### config.mk
export PLATFORM = sky130hd
export DESIGN_NAME = byte_serial_logic_unit
export DESIGN_NICKNAME = d
export VERILOG_FILES = /design/src/rtl/byte_serial_logic_unit.sv
export SDC_FILE = /design/constraint.sdc
export NUM_CORES = 1
export LEC_CHECK = 0
export CAP_MARGIN = 0
export CORE_UTILIZATION = 29
export CTS_CLUSTER_DIAMETER = 50
export DETAILED_ROUTE_END_ITERATION = 12
export PLACE_DENSITY_LB_ADDON = 0.1
export SETUP_SLACK_MARGIN = 0.4
export SYNTH_ARGS = -nofsm -noshare
export SYNTH_HDL_FRONTEND = slang
export SYNTH_SLANG_ARGS = --single-unit
### constraint.sdc
create_clock -name clock -period 5.36 [get_ports clock]
set_input_delay 0.536 -clock clock [delete_from_list [all_inputs] [get_ports clock]]
set_output_delay 0.536 -clock clock [all_outputs]
set_load 0.02 [all_outputs]
### src/rtl/byte_serial_logic_unit.sv
// Byte-serial bitwise logic unit: latches two WIDTH-bit operands, runs them one byte per
// cycle through a shared 8-bit AND/OR/XOR/NOR slice, and hands back the result with a zero flag.
module byte_serial_logic_unit #(
    parameter int WIDTH = 32
) (
    input  logic             clock,
    input  logic             reset,
    input  logic             in_valid,
    output logic             in_ready,
    input  logic [WIDTH-1:0] operand_a,
    input  logic [WIDTH-1:0] operand_b,
    input  logic [1:0]       op,
    output logic             out_valid,
    input  logic             out_ready,
    output logic [WIDTH-1:0] result,
    output logic             is_zero
);

    localparam int NB = WIDTH / 8;
    localparam int CW = (NB > 1) ? $clog2(NB) : 1;
    localparam logic [CW-1:0] LAST = CW'(NB - 1);

    typedef enum logic [1:0] {
        IDLE,
        RUN,
        DONE
    } state_t;

    state_t           state_q, state_d;
    logic [CW-1:0]    cnt_q, cnt_d;
    logic [WIDTH-1:0] a_q, a_d;
    logic [WIDTH-1:0] b_q, b_d;
    logic [1:0]       op_q, op_d;
    logic [WIDTH-1:0] result_q, result_d;
    logic             nz_q, nz_d;

    logic [7:0] a_bytes [NB];
    logic [7:0] b_bytes [NB];
    logic [7:0] a_byte, b_byte, slice_byte;

    for (genvar gi = 0; gi < NB; gi++) begin : g_bytes
        assign a_bytes[gi] = a_q[8*gi +: 8];
        assign b_bytes[gi] = b_q[8*gi +: 8];
    end

    // The single shared 8-bit slice, fed by the byte the counter selects.
    always_comb begin
        a_byte = a_bytes[cnt_q];
        b_byte = b_bytes[cnt_q];
        case (op_q)
            2'b00:   slice_byte = a_byte & b_byte;
            2'b01:   slice_byte = a_byte | b_byte;
            2'b10:   slice_byte = a_byte ^ b_byte;
            default: slice_byte = ~(a_byte | b_byte);
        endcase
    end

    always_comb begin
        state_d  = state_q;
        cnt_d    = cnt_q;
        a_d      = a_q;
        b_d      = b_q;
        op_d     = op_q;
        result_d = result_q;
        nz_d     = nz_q;
        case (state_q)
            IDLE: begin
                if (in_valid) begin
                    a_d      = operand_a;
                    b_d      = operand_b;
                    op_d     = op;
                    result_d = '0;
                    cnt_d    = '0;
                    nz_d     = 1'b0;
                    state_d  = RUN;
                end
            end
            RUN: begin
                for (int i = 0; i < NB; i++) begin
                    if (cnt_q == CW'(i)) result_d[8*i +: 8] = slice_byte;
                end
                nz_d = nz_q | (|slice_byte);
                if (cnt_q == LAST) begin
                    cnt_d   = '0;
                    state_d = DONE;
                end else begin
                    cnt_d = cnt_q + 1'b1;
                end
            end
            DONE: begin
                // Result stays held after the handshake until the next accept clears it.
                if (out_ready) state_d = IDLE;
            end
            default: state_d = IDLE;
        endcase
    end

    always_ff @(posedge clock or posedge reset) begin
        if (reset) begin
            state_q  <= IDLE;
            cnt_q    <= '0;
            a_q      <= '0;
            b_q      <= '0;
            op_q     <= '0;
            result_q <= '0;
            nz_q     <= 1'b0;
        end else begin
            state_q  <= state_d;
            cnt_q    <= cnt_d;
            a_q      <= a_d;
            b_q      <= b_d;
            op_q     <= op_d;
            result_q <= result_d;
            nz_q     <= nz_d;
        end
    end

    assign in_ready  = (state_q == IDLE);
    assign out_valid = (state_q == DONE);
    assign result    = result_q;
    assign is_zero   = ~nz_q;

endmodule
==> flow_metrics.tcl <==
set metrics [dict create \
    run_status "finished, final reports clean" \
    grt_max_degree 70 \
    synth.yosys.warnings 0 \
    antenna_found_initial 0 \
    final_util 0.3933 \
    place_hpwl_um 8546 \
    slew_at_the_pin_closest_to_its_max_slew_limit_ns 0.8313 \
    floorplan.die.width_um 130.9 \
    area_growth_syn_to_fin_pct 31.15 \
    floorplan.die_area_sq_um 17130 \
    die-height_um 130.9 \
    detail_route.drc_violations 0 \
    setup_tns_ns 0 \
    post-route-period-util 0.5626 \
    holdCritPathClass "register to register" \
    clk_pin_slew_worst_paths_ns 0.07 \
    share_of_cells_above_drive_strength_1 0.08171 \
    cts.htree.levels 3 \
    drt_first_iter_violations 190 \
    cts-hold-fix-buffers 0 \
    timing.critical_path.to_type "register" \
    grt.overflow.total 0 \
    crit_path_max_fanout 14 \
    routed_wl_um 11610 \
    cts-root-buf "sky130_fd_sc_hd__clkbuf_16" \
    hold_viol 0 \
    finalCriticalPeriod_ns 3.016 \
    mappedNetlistNets 554 \
    critPathArrivalTime_ns 3.26 \
    drt.antenna.violating_nets 0 \
    synth-seq-cells 103 \
    route.detailed.vias_per_inst 4.499 \
    diodes_inserted 0 \
    finalClockSkew_ns 0.007842 \
    grt_pass1_vias 3632 \
    worst-endpoint-required_ns 5.61 \
    finish.cell_count_without_fillers 779 \
    total_power_uw 3937 \
    floorplan.io_pins 105 \
    post_drt_wl_per_cell_um 14.91 \
    power.static_leakage_uw 0.003073 \
    synth.cell_area_sq_um 4816 \
    numClockSinks 103 \
    hold_ws_ns 0.4709 \
    io_buffer_count 104 \
    synthesis.instances 464 \
    cts_buffer_depth 2 \
    yosysUniqueCellTypes 25 \
    power.density_cell_area_nw_per_um2 623.3 \
    setup.worst_path.class "register to register" \
    synth-seq-area-share 0.5352 \
    remaining_max_slew_budget_at_the_tightest_pin 0.4458 \
    firstDrtPassIters 4 \
    track_usage 0.1501 \
    setup_viol_count_final 0 \
    core_sq_um 16060 \
    inserted_clock_buffers 9 \
    gp_congestion 0.7131 \
    final_common_cell "sky130_fd_sc_hd__nand2_1" \
    post_cts_resize_count 0 \
    start_kind "register" \
    cts_tree "done" \
    dp.cells 763 \
    num_vias 3505 \
    vdd.ir_drop.worst_v 0.0001851 \
    grt_pass1_wl_um 18970 \
    max_cap_viol_count 0 \
    worst_skew_pair.late_latency_ns 0.35 \
    start_util 0.2999 \
    num-nets-final 648 \
    post_synth.cell_area_avg_sq_um 10.38 \
    placement_rows 46 \
    timing_max_transition_violations_final 0 \
    post-cts-setup-buffer-count 0 \
    final_cell_mix "sky130_fd_sc_hd__nand2_1 (199), sky130_fd_sc_hd__clkdlybuf4s50_1 (104), sky130_fd_sc_hd__dfrtp_1 (103)" \
    timing.fmax_ghz 0.3316 \
    grt_setup_unrepaired "no" \
]
## synthesized netlist by cell type
| master | number | area (sq um) |
|---|---|---|
| sky130_fd_sc_hd__inv_1 | 21 | 78.83 |
| sky130_fd_sc_hd__nor2_1 | 1 | 3.750 |
| sky130_fd_sc_hd__nor2_2 | 4 | 25.02 |
| sky130_fd_sc_hd__a22o_2 | 4 | 40.04 |
| sky130_fd_sc_hd__a22o_1 | 28 | 245.2 |
| sky130_fd_sc_hd__nand2b_1 | 1 | 6.260 |
| sky130_fd_sc_hd__ha_1 | 20 | 250.2 |
| sky130_fd_sc_hd__nor4_1 | 2 | 12.51 |
| sky130_fd_sc_hd__xor2_1 | 8 | 70.07 |
| sky130_fd_sc_hd__buf_1 | 3 | 11.26 |
| sky130_fd_sc_hd__buf_6 | 2 | 22.52 |
| sky130_fd_sc_hd__mux4_2 | 16 | 360.4 |
| sky130_fd_sc_hd__buf_2 | 14 | 70.07 |
| sky130_fd_sc_hd__nand2_1 | 200 | 750.7 |
| sky130_fd_sc_hd__nor2b_1 | 2 | 12.51 |
| sky130_fd_sc_hd__nand3_1 | 1 | 5.000 |
| sky130_fd_sc_hd__and2_1 | 5 | 31.28 |
| sky130_fd_sc_hd__mux2i_1 | 16 | 160.2 |
| sky130_fd_sc_hd__o21ai_0 | 1 | 5.000 |
| sky130_fd_sc_hd__o31ai_1 | 2 | 15.01 |
| sky130_fd_sc_hd__clkbuf_1 | 6 | 22.52 |
| sky130_fd_sc_hd__buf_12 | 1 | 20.02 |
| sky130_fd_sc_hd__dfrtp_1 | 103 | 2577 |
| sky130_fd_sc_hd__a21oi_1 | 1 | 5.000 |
| sky130_fd_sc_hd__a21o_1 | 2 | 15.01 |
## layout make-up
| class | count | area (sq um) |
|---|---|---|
| Inverter | 21 | 81.33 |
| Sequential cell | 103 | 2577 |
| Clock inverter | 4 | 45.04 |
| Tap cell | 216 | 270.3 |
| Clock buffer | 12 | 246.5 |
| Multi-Input combinational cell | 314 | 2017 |
| Fill cell | 1551 | 9742 |
| Timing Repair Buffer | 109 | 1079 |
## stage by stage
step	cell area [sq um]	setup slack [ns]
CTS	6316	2.349
floorplan	4816	2.120
global route	6316	2.075
finish	6316	2.344
detailed placement	6025	2.362
global placement	6025	2.473
## report_power, final
part	leakage [uW]	total, uW	switching [uW]	internal, uW
logic	0.00162	1930	1070	854
registers	0.00131	1360	242	1120
clock network	0.000146	652	279	373
total	0.00307	3940	1590	2340
## cells by family (layout without fill, tap and decap cells)
logic type	Yosys count	after routing	share of synthesized area
simple gates	216	216	0.1759
flops	103	103	0.5352
buf+inv	47	146	0.04677
compound gates	38	38	0.06755
mux	32	32	0.1081
fa+ha+maj	20	20	0.05196
xor+xnor	8	8	0.01455
## worst paths after layout
kind,endpoint,slack (ns),from,depth (start not counted)
hold / removal,a_q[28],0.47,a_q[28],2
setup / recovery,nz_q,2.34,cnt_q[0],9
min in group asynchronous,a_q[12],0.60,reset,2
setup reg to reg,nz_q,2.34,cnt_q[0],9
hold reg to reg,a_q[28],0.47,a_q[28],2
max in group asynchronous,cnt_q[0],3.62,reset,3
## metal layers
metal	GRT usage	routed length [um]	vias to the layer above
met1	0.1906	5301	1714
met2	0.2499	5712	68
met4	0.04462	143	0
li1	-	-	1711
met5	0	0	-
met3	0.04031	455	12
## sequential cells by signal, indices dropped and copies added, names as in the netlist
| name | cells |
|---|---|
| cnt_q | 2 |
| nz_q | 1 |
| b_q | 32 |
| state_q | 2 |
| a_q | 32 |
| op_q | 2 |
| result | 32 |
## critical path: stages, from the launching register on
cell and delay [ns]:
sky130_fd_sc_hd__dfrtp_1 0.61, sky130_fd_sc_hd__buf_4 0.36, sky130_fd_sc_hd__mux4_2 0.55, sky130_fd_sc_hd__inv_1 0.07, sky130_fd_sc_hd__ha_1 0.22, sky130_fd_sc_hd__mux2i_1 0.15, sky130_fd_sc_hd__mux2i_1 0.25, sky130_fd_sc_hd__nor4_1 0.41
sky130_fd_sc_hd__a21oi_1 0.12, sky130_fd_sc_hd__a21o_1 0.17
(Power assumes the default switching activity.)
